`config.mk`:
```
export PLATFORM = sky130hd
export DESIGN_NAME = imem_loader
export DESIGN_NICKNAME = d
export VERILOG_FILES = /design/src/rtl/imem_pkg.sv /design/src/rtl/byte_packer.sv /design/src/rtl/imem_loader.sv
export SDC_FILE = /design/constraint.sdc
export NUM_CORES = 1
export LEC_CHECK = 0
export BUFFER_PORTS_ARGS = -buffer_cell sky130_fd_sc_hd__buf_4
export CORE_ASPECT_RATIO = 1.4
export CORE_UTILIZATION = 39
export CTS_CLUSTER_DIAMETER = 200
export DETAILED_ROUTE_END_ITERATION = 8
export GPL_ROUTABILITY_DRIVEN = 0
export PLACE_DENSITY = 0.66
export SETUP_SLACK_MARGIN = 0.3
export SLEW_MARGIN = 20
export SYNTH_ARGS = -nofsm -noshare
export SYNTH_HDL_FRONTEND = slang
export SYNTH_SLANG_ARGS = --single-unit
```
`constraint.sdc`:
```
create_clock -name clk -period 6.36 [get_ports clk]
set_input_delay 0.954 -clock clk [delete_from_list [all_inputs] [get_ports clk]]
set_output_delay 0.954 -clock clk [all_outputs]
set_load 0.01 [all_outputs]
```
`src/rtl/imem_pkg.sv`:
```
// Shared types and sizing for the instruction-memory image loader.
package imem_pkg;

  localparam int unsigned IMEM_WORDS = 65536;
  localparam int unsigned CNT_W      = 16;

  typedef enum logic [1:0] {
    RUN,
    RECV,
    WRITE,
    RELEASE
  } state_t;

endpackage

```
`src/rtl/byte_packer.sv`:
```
// Assembles four streamed bytes into one little-endian 32-bit word.
module byte_packer (
  input  logic        clk,
  input  logic        rst,
  input  logic        clr,
  input  logic        push,
  input  logic [7:0]  din,
  output logic [31:0] word,
  output logic        full
);

  logic [1:0]  byte_cnt;
  logic [31:0] asm_q;

  always_ff @(posedge clk) begin
    if (rst || clr) begin
      byte_cnt <= '0;
      asm_q    <= '0;
    end else if (push) begin
      asm_q[{byte_cnt, 3'b000} +: 8] <= din;
      byte_cnt                       <= byte_cnt + 2'd1;
    end
  end

  // full means three bytes are held, so the next push completes the word
  assign full = (byte_cnt == 2'd3);
  assign word = asm_q;

endmodule

```
`src/rtl/imem_loader.sv`:
```
// Streams a byte image into instruction memory while holding the core in reset;
// in RUN the memory address port follows the core fetch address.
module imem_loader
  import imem_pkg::*;
#(
  parameter int unsigned IMEM_WORDS = imem_pkg::IMEM_WORDS,
  parameter int unsigned CNT_W      = imem_pkg::CNT_W
) (
  input  logic             clk,
  input  logic             rst,
  input  logic             start,
  input  logic [CNT_W-1:0] word_count,
  input  logic             byte_valid,
  input  logic [7:0]       byte_data,
  output logic             byte_ready,
  input  logic [31:0]      fetch_addr,
  output logic [31:0]      mem_addr,
  output logic [31:0]      mem_wdata,
  output logic             mem_we,
  output logic             core_rst,
  output logic             busy,
  output logic             done,
  output logic             err
);

  state_t           state, nstate;
  logic [CNT_W-1:0] count_q;
  logic [CNT_W-1:0] word_idx;
  logic             err_q;
  logic             count_ok;
  logic             start_ok;
  logic             push;
  logic             full;
  logic [31:0]      word;

  // the depth guard only bites when IMEM_WORDS is smaller than 2^CNT_W
  assign count_ok = (word_count != '0) && (32'(word_count) < IMEM_WORDS);
  assign start_ok = (state == RUN) && start && count_ok;
  assign push     = (state == RECV) && byte_valid;

  byte_packer u_packer (
    .clk  (clk),
    .rst  (rst),
    .clr  (start_ok),
    .push (push),
    .din  (byte_data),
    .word (word),
    .full (full)
  );

  always_ff @(posedge clk) begin
    if (rst) state <= RUN;
    else     state <= nstate;
  end

  always_comb begin
    nstate = state;
    unique case (state)
      RUN:     if (start_ok) nstate = RECV;
      RECV:    if (push && full) nstate = WRITE;
      WRITE:   nstate = (word_idx == count_q - CNT_W'(1)) ? RELEASE : RECV;
      RELEASE: nstate = RUN;
    endcase
  end

  always_ff @(posedge clk) begin
    if (rst) begin
      count_q  <= '0;
      word_idx <= '0;
      err_q    <= 1'b0;
    end else begin
      if (state == RUN && start) begin
        if (count_ok) begin
          count_q  <= word_count;
          word_idx <= '0;
        end else begin
          err_q <= 1'b1;
        end
      end
      if (state == WRITE && nstate == RECV) word_idx <= word_idx + CNT_W'(1);
    end
  end

  always_comb begin
    byte_ready = 1'b0;
    mem_we     = 1'b0;
    mem_wdata  = '0;
    mem_addr   = 32'({word_idx, 2'b00});
    core_rst   = 1'b1;
    busy       = 1'b1;
    done       = 1'b0;
    unique case (state)
      RUN: begin
        mem_addr = fetch_addr;
        core_rst = 1'b0;
        busy     = 1'b0;
      end
      RECV:    byte_ready = 1'b1;
      WRITE: begin
        mem_we    = 1'b1;
        mem_wdata = word;
      end
      RELEASE: done = 1'b1;
    endcase
  end

  assign err = err_q;

endmodule

```
### Yosys cells after proc, flatten, opt, wreduce, memory -nomap -nowiden

Cells that the tools add are included.

| word-level totals | value |
|---|---|
| register bits | 69 |
| bits in latches | 0 |
| bits in writable memories | 0 |
| bits in read-only memories | 0 |
| input bits | 60 |
| output and inout bits | 70 |
| word-level logic and storage cells | 46 |
| memories kept | 0 |

| cells by class | value |
|---|---|
| add/subtract/negate cells | 4 |
| multipliers | 0 |
| divide/modulo/power cells | 0 |
| magnitude comparators | 0 |
| equal/unequal tests | 6 |
| shift operators | 2 |
| muxes and demuxes | 14 |
| bitwise logic cells | 1 |
| reductions and logical operators | 13 |

Operators with widths:

| kind | number |
|---|---|
| 32-bit 2-to-1 mux | 2 |
| 16-bit 2-to-1 mux | 3 |
| 32-bit bitwise mux | 1 |
| 8-bit by 7-bit variable shift with 32-bit output (first input constant) | 1 |
| 8-bit by 7-bit variable part select with 32-bit output | 1 |
| 16-bit by 1-bit adder with 16-bit output (second input constant) | 1 |
| 16-bit == test | 1 |
| 16-bit nonzero test | 1 |
| 16-bit by 1-bit subtractor with 16-bit output (second input constant) | 1 |
| 2-bit case mux with 4 select lines | 1 |
| 5-bit negator with 7-bit output | 1 |
| 2-bit == test (second input constant) | 3 |
| 2-bit 2-to-1 mux | 3 |
| 2-bit AND reduction | 3 |
| 1-bit logical AND | 5 |
| 2-bit by 1-bit == test with 1-bit output (second input constant) | 2 |
| 1-bit 2-to-1 mux | 4 |
| 2-bit nonzero test | 2 |
| 2-bit by 1-bit adder with 2-bit output (second input constant) | 1 |
| 2-bit logical NOT | 1 |
| 1-bit logical OR | 1 |
| 1-bit inverter | 1 |

### Longest topological paths before layout

| logic depth | value |
|---|---|
| depth after elaboration | 9 |
| depth in mapped cells | 13 |
| gate-level depth less buffers | 10 |

### Hierarchy

A second synthesis with hierarchy kept.

| second synthesis, totals | value |
|---|---|
| cells, all modules | 495 |
| area, all modules | 4,056.4 um2 |

Modules (own cells, without submodules):

| module | instances | cells an instance | area an instance (um2) | sequential area each (um2) |
|---|---|---|---|---|
| imem_loader | 1 | 354 | 2,686.3 | 700.7 |
| byte_packer | 1 | 141 | 1,370.1 | 680.7 |

### Worst setup path before layout

OpenSTA, ideal clock, no wires.

| path | value |
|---|---|
| path type | register to register |
| start point | register count_q[0] |
| end point | register word_idx[13] |
| library setup time | 122 ps |
| data arrival time | 2,826 ps |
| data required time | 6,238 ps |
| path slack | 3,412 ps |
| stages on the path, launching flop included | 14 |
| path buffers | 3 |
| clock period less this slack | 2,948 ps |
| path through | dfxtp_1 inv_1 ha_1 buf_2 nor4b_4 nand4b_2 or4b_1 o211a_1 o22a_1 and4bb_1 buf_6 nor3_4 buf_6 a221o_1 |

| on the way | value |
|---|---|
| longest elaborated chain between the ends | 8 |
| elaborated cells on any way between the ends | 10 |
| those cells by class | add/sub (1); eq/ne (2); mux (3); reduce/logical (4) |

Ends and longest elaborated chain:

| what | RTL line | text |
|---|---|---|
| start, declared | imem_loader.sv:27 | `logic [CNT_W-1:0] count_q;` |
| start signal, assigned | imem_loader.sv:74 | `count_q <= word_count;` |
| 16-bit by 1-bit subtractor with 16-bit output (*) | imem_loader.sv:61 | `WRITE: nstate = (word_idx == count_q - CNT_W'(1)) ? RELEASE : RECV;` |
| 16-bit == test (*) | imem_loader.sv:61 |  |
| 2-bit 2-to-1 mux (*) | imem_loader.sv:61 |  |
| 2-bit case mux with 4 select lines (*) | imem_loader.sv:58 | `unique case (state)` |
| 2-bit by 1-bit == test with 1-bit output (*) | imem_loader.sv:80 | `if (state == WRITE && nstate == RECV) word_idx <= word_idx + CNT_W'(1);` |
| 1-bit logical AND (*) | imem_loader.sv:80 |  |
| 2-bit nonzero test (no source line) | -- |  |
| 2-bit AND reduction (no source line) | -- |  |
| end signal, assigned | imem_loader.sv:80 |  |
| end, declared | imem_loader.sv:28 | `logic [CNT_W-1:0] word_idx;` |

Every way passes the cells marked *; elsewhere a longest branch is shown, timed or not.
A chain may end at the register's enable or synchronous reset.

### Worst setup path after layout

Same ends and word-level chain as after synthesis.

==> summary.txt <==
Route
  • Residual DRC: 0
  • Via/cell ratio: 5.29
  • DR iter-0 viols: 212
  • Detailed Routing Iterations Pass 1: 4
  • Routed wire length: 11.7 mm
  • Antenna-violating nets left: 0
  • Wire per inst: 15.3 µm
  • Routed vias: 4023

Clock tree
  • Cts hold-fix bufs: 0
  • Clk_lat worst skew: 330 ps
  • Clk pin slew, worst setup/hold paths: around 60 ps
  • Longest Clk Path Bufs: 2
  • CTS Buf Count: 9
  • H-tree depth: 3
  • Post-CTS setup buffers: 0
  • Clk Tree Root Cell: clkbuf_16
  • CTS Sinks: 69
  • CTS tree: done
  • Post-CTS resize count: 0

Final layout
  • Fin nets: 685
  • Synthesis-to-finish area growth: 30.7%
  • # fillers: 1016
  • Post-route design area: about 5400 µm²
  • Ant. Diodes: 0
  • Final Instance Count excl. Fillers: 761
  • Layout cells sized above 1: 0.286

Timing
  • Max Fclk: 272 MHz
  • Min Clock Period, post-route: 3670 ps
  • # setup viols final: 0
  • Part of the cycle the worst path needs: 0.577
  • Final Hold Viols: 0
  • Slew Limit Fails: 0
  • RSZ-0062 raised after global routing: no
  • Worst hold margin: approximately 450 ps
  • Worst slew pin tran: 927 ps
  • Setup TNS: 0 ps
  • Worst Skew: 7.15 ps
  • Final setup margin: 2690 ps
  • Relative slew slack: 0.381

Global route
  • Total track usage: 0.218
  • First-pass GRT wire length: around 18 mm
  • GR Overflow Total: 0
  • Vias in the first global route: around 3800
  • Largest net degree at the start of global routing: 39
  • Initial antenna violation count: 0

Worst setup path
  • CP max FO: 17
  • Crit Reg-Reg Startpoint: count_q[0]$_SDFFE_PP0P_
  • Worst reg2reg path endpoint: word_idx[13]$_SDFFE_PP0P_
  • Startpoint Class: flip-flop
  • Critical Path Sink Type: flip-flop
  • FF-to-FF path depth: 10
  • Worst EP required: 6580 ps
  • CP Class: flip-flop to flip-flop
  • Worst EP arrival: roughly 3900 ps
  • R2R Setup Slk: 2690 ps

Hold path
  • Worst hold start: u_packer.word[12]$_SDFFE_PP0P_
  • Hold endpoint: u_packer.word[12]$_SDFFE_PP0P_
  • Worst hold-check path type: flip-flop to flip-flop
  • Hold-critical path depth: 2

Logic synthesis
  • YS warnings: 0
  • Syn_area_per_cell: 8.00 µm²
  • Ys async rst share: 0
  • Syn_nets: 586
  • Main synth FF type: dfxtp_1
  • Register area share after synthesis: 0.333
  • Synth cell types: 56
  • #FFs+latches synth: 69
  • Mapped Cells: 519
  • Synth Cell Area: a little over 4000 µm²
  • EDFF count, synth: 0

Die
  • Die area: 11100 µm²
  • Die height: 124 µm
  • Starting Density: 0.401
  • Boundary pin count: between 100 and 150
  • Area of the core: a little over 10000 µm²
  • Core Rows: 44
  • Die width: just under 90 µm

Job
  • Max-cap violations: 0

Pwr
  • Leak: 2.31 nW
  • Worst VDD drop: 0.151 mV
  • Power Density: 220 nW/µm²

Placement
  • Post-Place Cells: 745
  • HPWL after DPL: 8.48 mm
  • Cell Area, Placed: 5100 µm²
  • Setup WS pre-CTS: roughly 2700 ps
  • PortBufs: 129

Run status
  • Status: complete, no violations
-- synth_stat cells, types with 9 or more instances --
library cell	instances	area, µm²
mux2i_1	17	170
inv_1	9	33.8
a221o_1	11	110
mux2_2	18	203
clkbuf_1	25	93.8
dfxtp_1	69	1380
nor2_1	43	161
nor4_1	13	81.3
a21oi_1	38	190
nor3_1	9	45.0
xnor2_1	12	105
xor2_1	11	96.3
nand3_1	43	215
nand2_1	60	225
and2_1	51	319
-- worst max-delay path, cell delays in order (launching register included) --
cell	delay, ps
dfxtp_1	350
inv_1	70
ha_1	340
nor4b_4	440
nand4b_2	220
or4b_1	510
o211a_1	130
o22a_1	180
and4bb_1	740
nor3_4	190
a221o_1	350
-- logic make-up (layout without fill, tap and decap cells) --
family,Yosys count,after routing,synth area share
fa+ha+maj,7,7,0.0211
mux,35,35,0.0898
simple gates,261,261,0.333
compound gates,71,71,0.115
xor+xnor,23,23,0.0485
buf+inv,53,157,0.0600
flops,69,69,0.333
-- registers in the layout, indices dropped and copies added, names as in the netlist --
| register | flops |
|---|---|
| word_idx | 16 |
| err | 1 |
| u_packer.byte_cnt | 2 |
| state | 2 |
| count_q | 16 |
| u_packer.word | 32 |
-- worst max-delay path by stage --
stage                             from  slack [ps]                         to
3_3_place_gp   count_q[0]$_SDFFE_PP0P_        2850   word_idx[8]$_SDFFE_PP0P_
4_1_cts        count_q[0]$_SDFFE_PP0P_        2700  word_idx[13]$_SDFFE_PP0P_
2_1_floorplan  count_q[0]$_SDFFE_PP0P_        3410  word_idx[13]$_SDFFE_PP0P_
3_5_place_dp   count_q[0]$_SDFFE_PP0P_        2730   word_idx[8]$_SDFFE_PP0P_
5_1_grt        count_q[0]$_SDFFE_PP0P_        2440  word_idx[13]$_SDFFE_PP0P_
6_report       count_q[0]$_SDFFE_PP0P_        2690  word_idx[13]$_SDFFE_PP0P_
-- stage by stage --
step                 util  power (mW)
finish              0.524        1.19
global route        0.524        1.24
CTS                 0.524        1.20
detailed placement  0.493       0.657
global placement    0.493       0.653
floorplan               -       0.578
-- cell usage in the layout (no fill, tap or decap), types with 11 or more instances in the layout --
master and n:
buf_4 132, xnor2_1 12, and2_1 51, dfxtp_1 69, nor4_1 13, xor2_1 11, a221o_1 11, mux2_2 18
mux2i_1 17, a21oi_1 38, nand3_1 43, nand2_1 60, nor2_1 42
-- where the power goes --
group          internal (mW)  switching (mW)  total (mW)
logic                 0.0993          0.0952       0.194
registers              0.441          0.0128       0.454
clock network          0.345           0.200       0.545
total                  0.885           0.308        1.19
-- layer usage --
metal / wire length (µm) / global-route usage
met5: 0 / 0
met2: 5960 / 0.386
met4: 212 / 0.0873
met1: 4920 / 0.250
met3: 564 / 0.0471
-- cell type report --
class / instances / area (µm²) / area share
clock inverter: 7 / 96.3 / 0.0178
sequential: 69 / 1380 / 0.255
clock buffer: 9 / 225 / 0.0415
inverter: 9 / 33.8 / 0.00623
multi-input combinational: 397 / 2520 / 0.465
tap: 138 / 173 / 0.0318
timing repair buffer: 132 / 991 / 0.183
(Power assumes the default switching activity.)
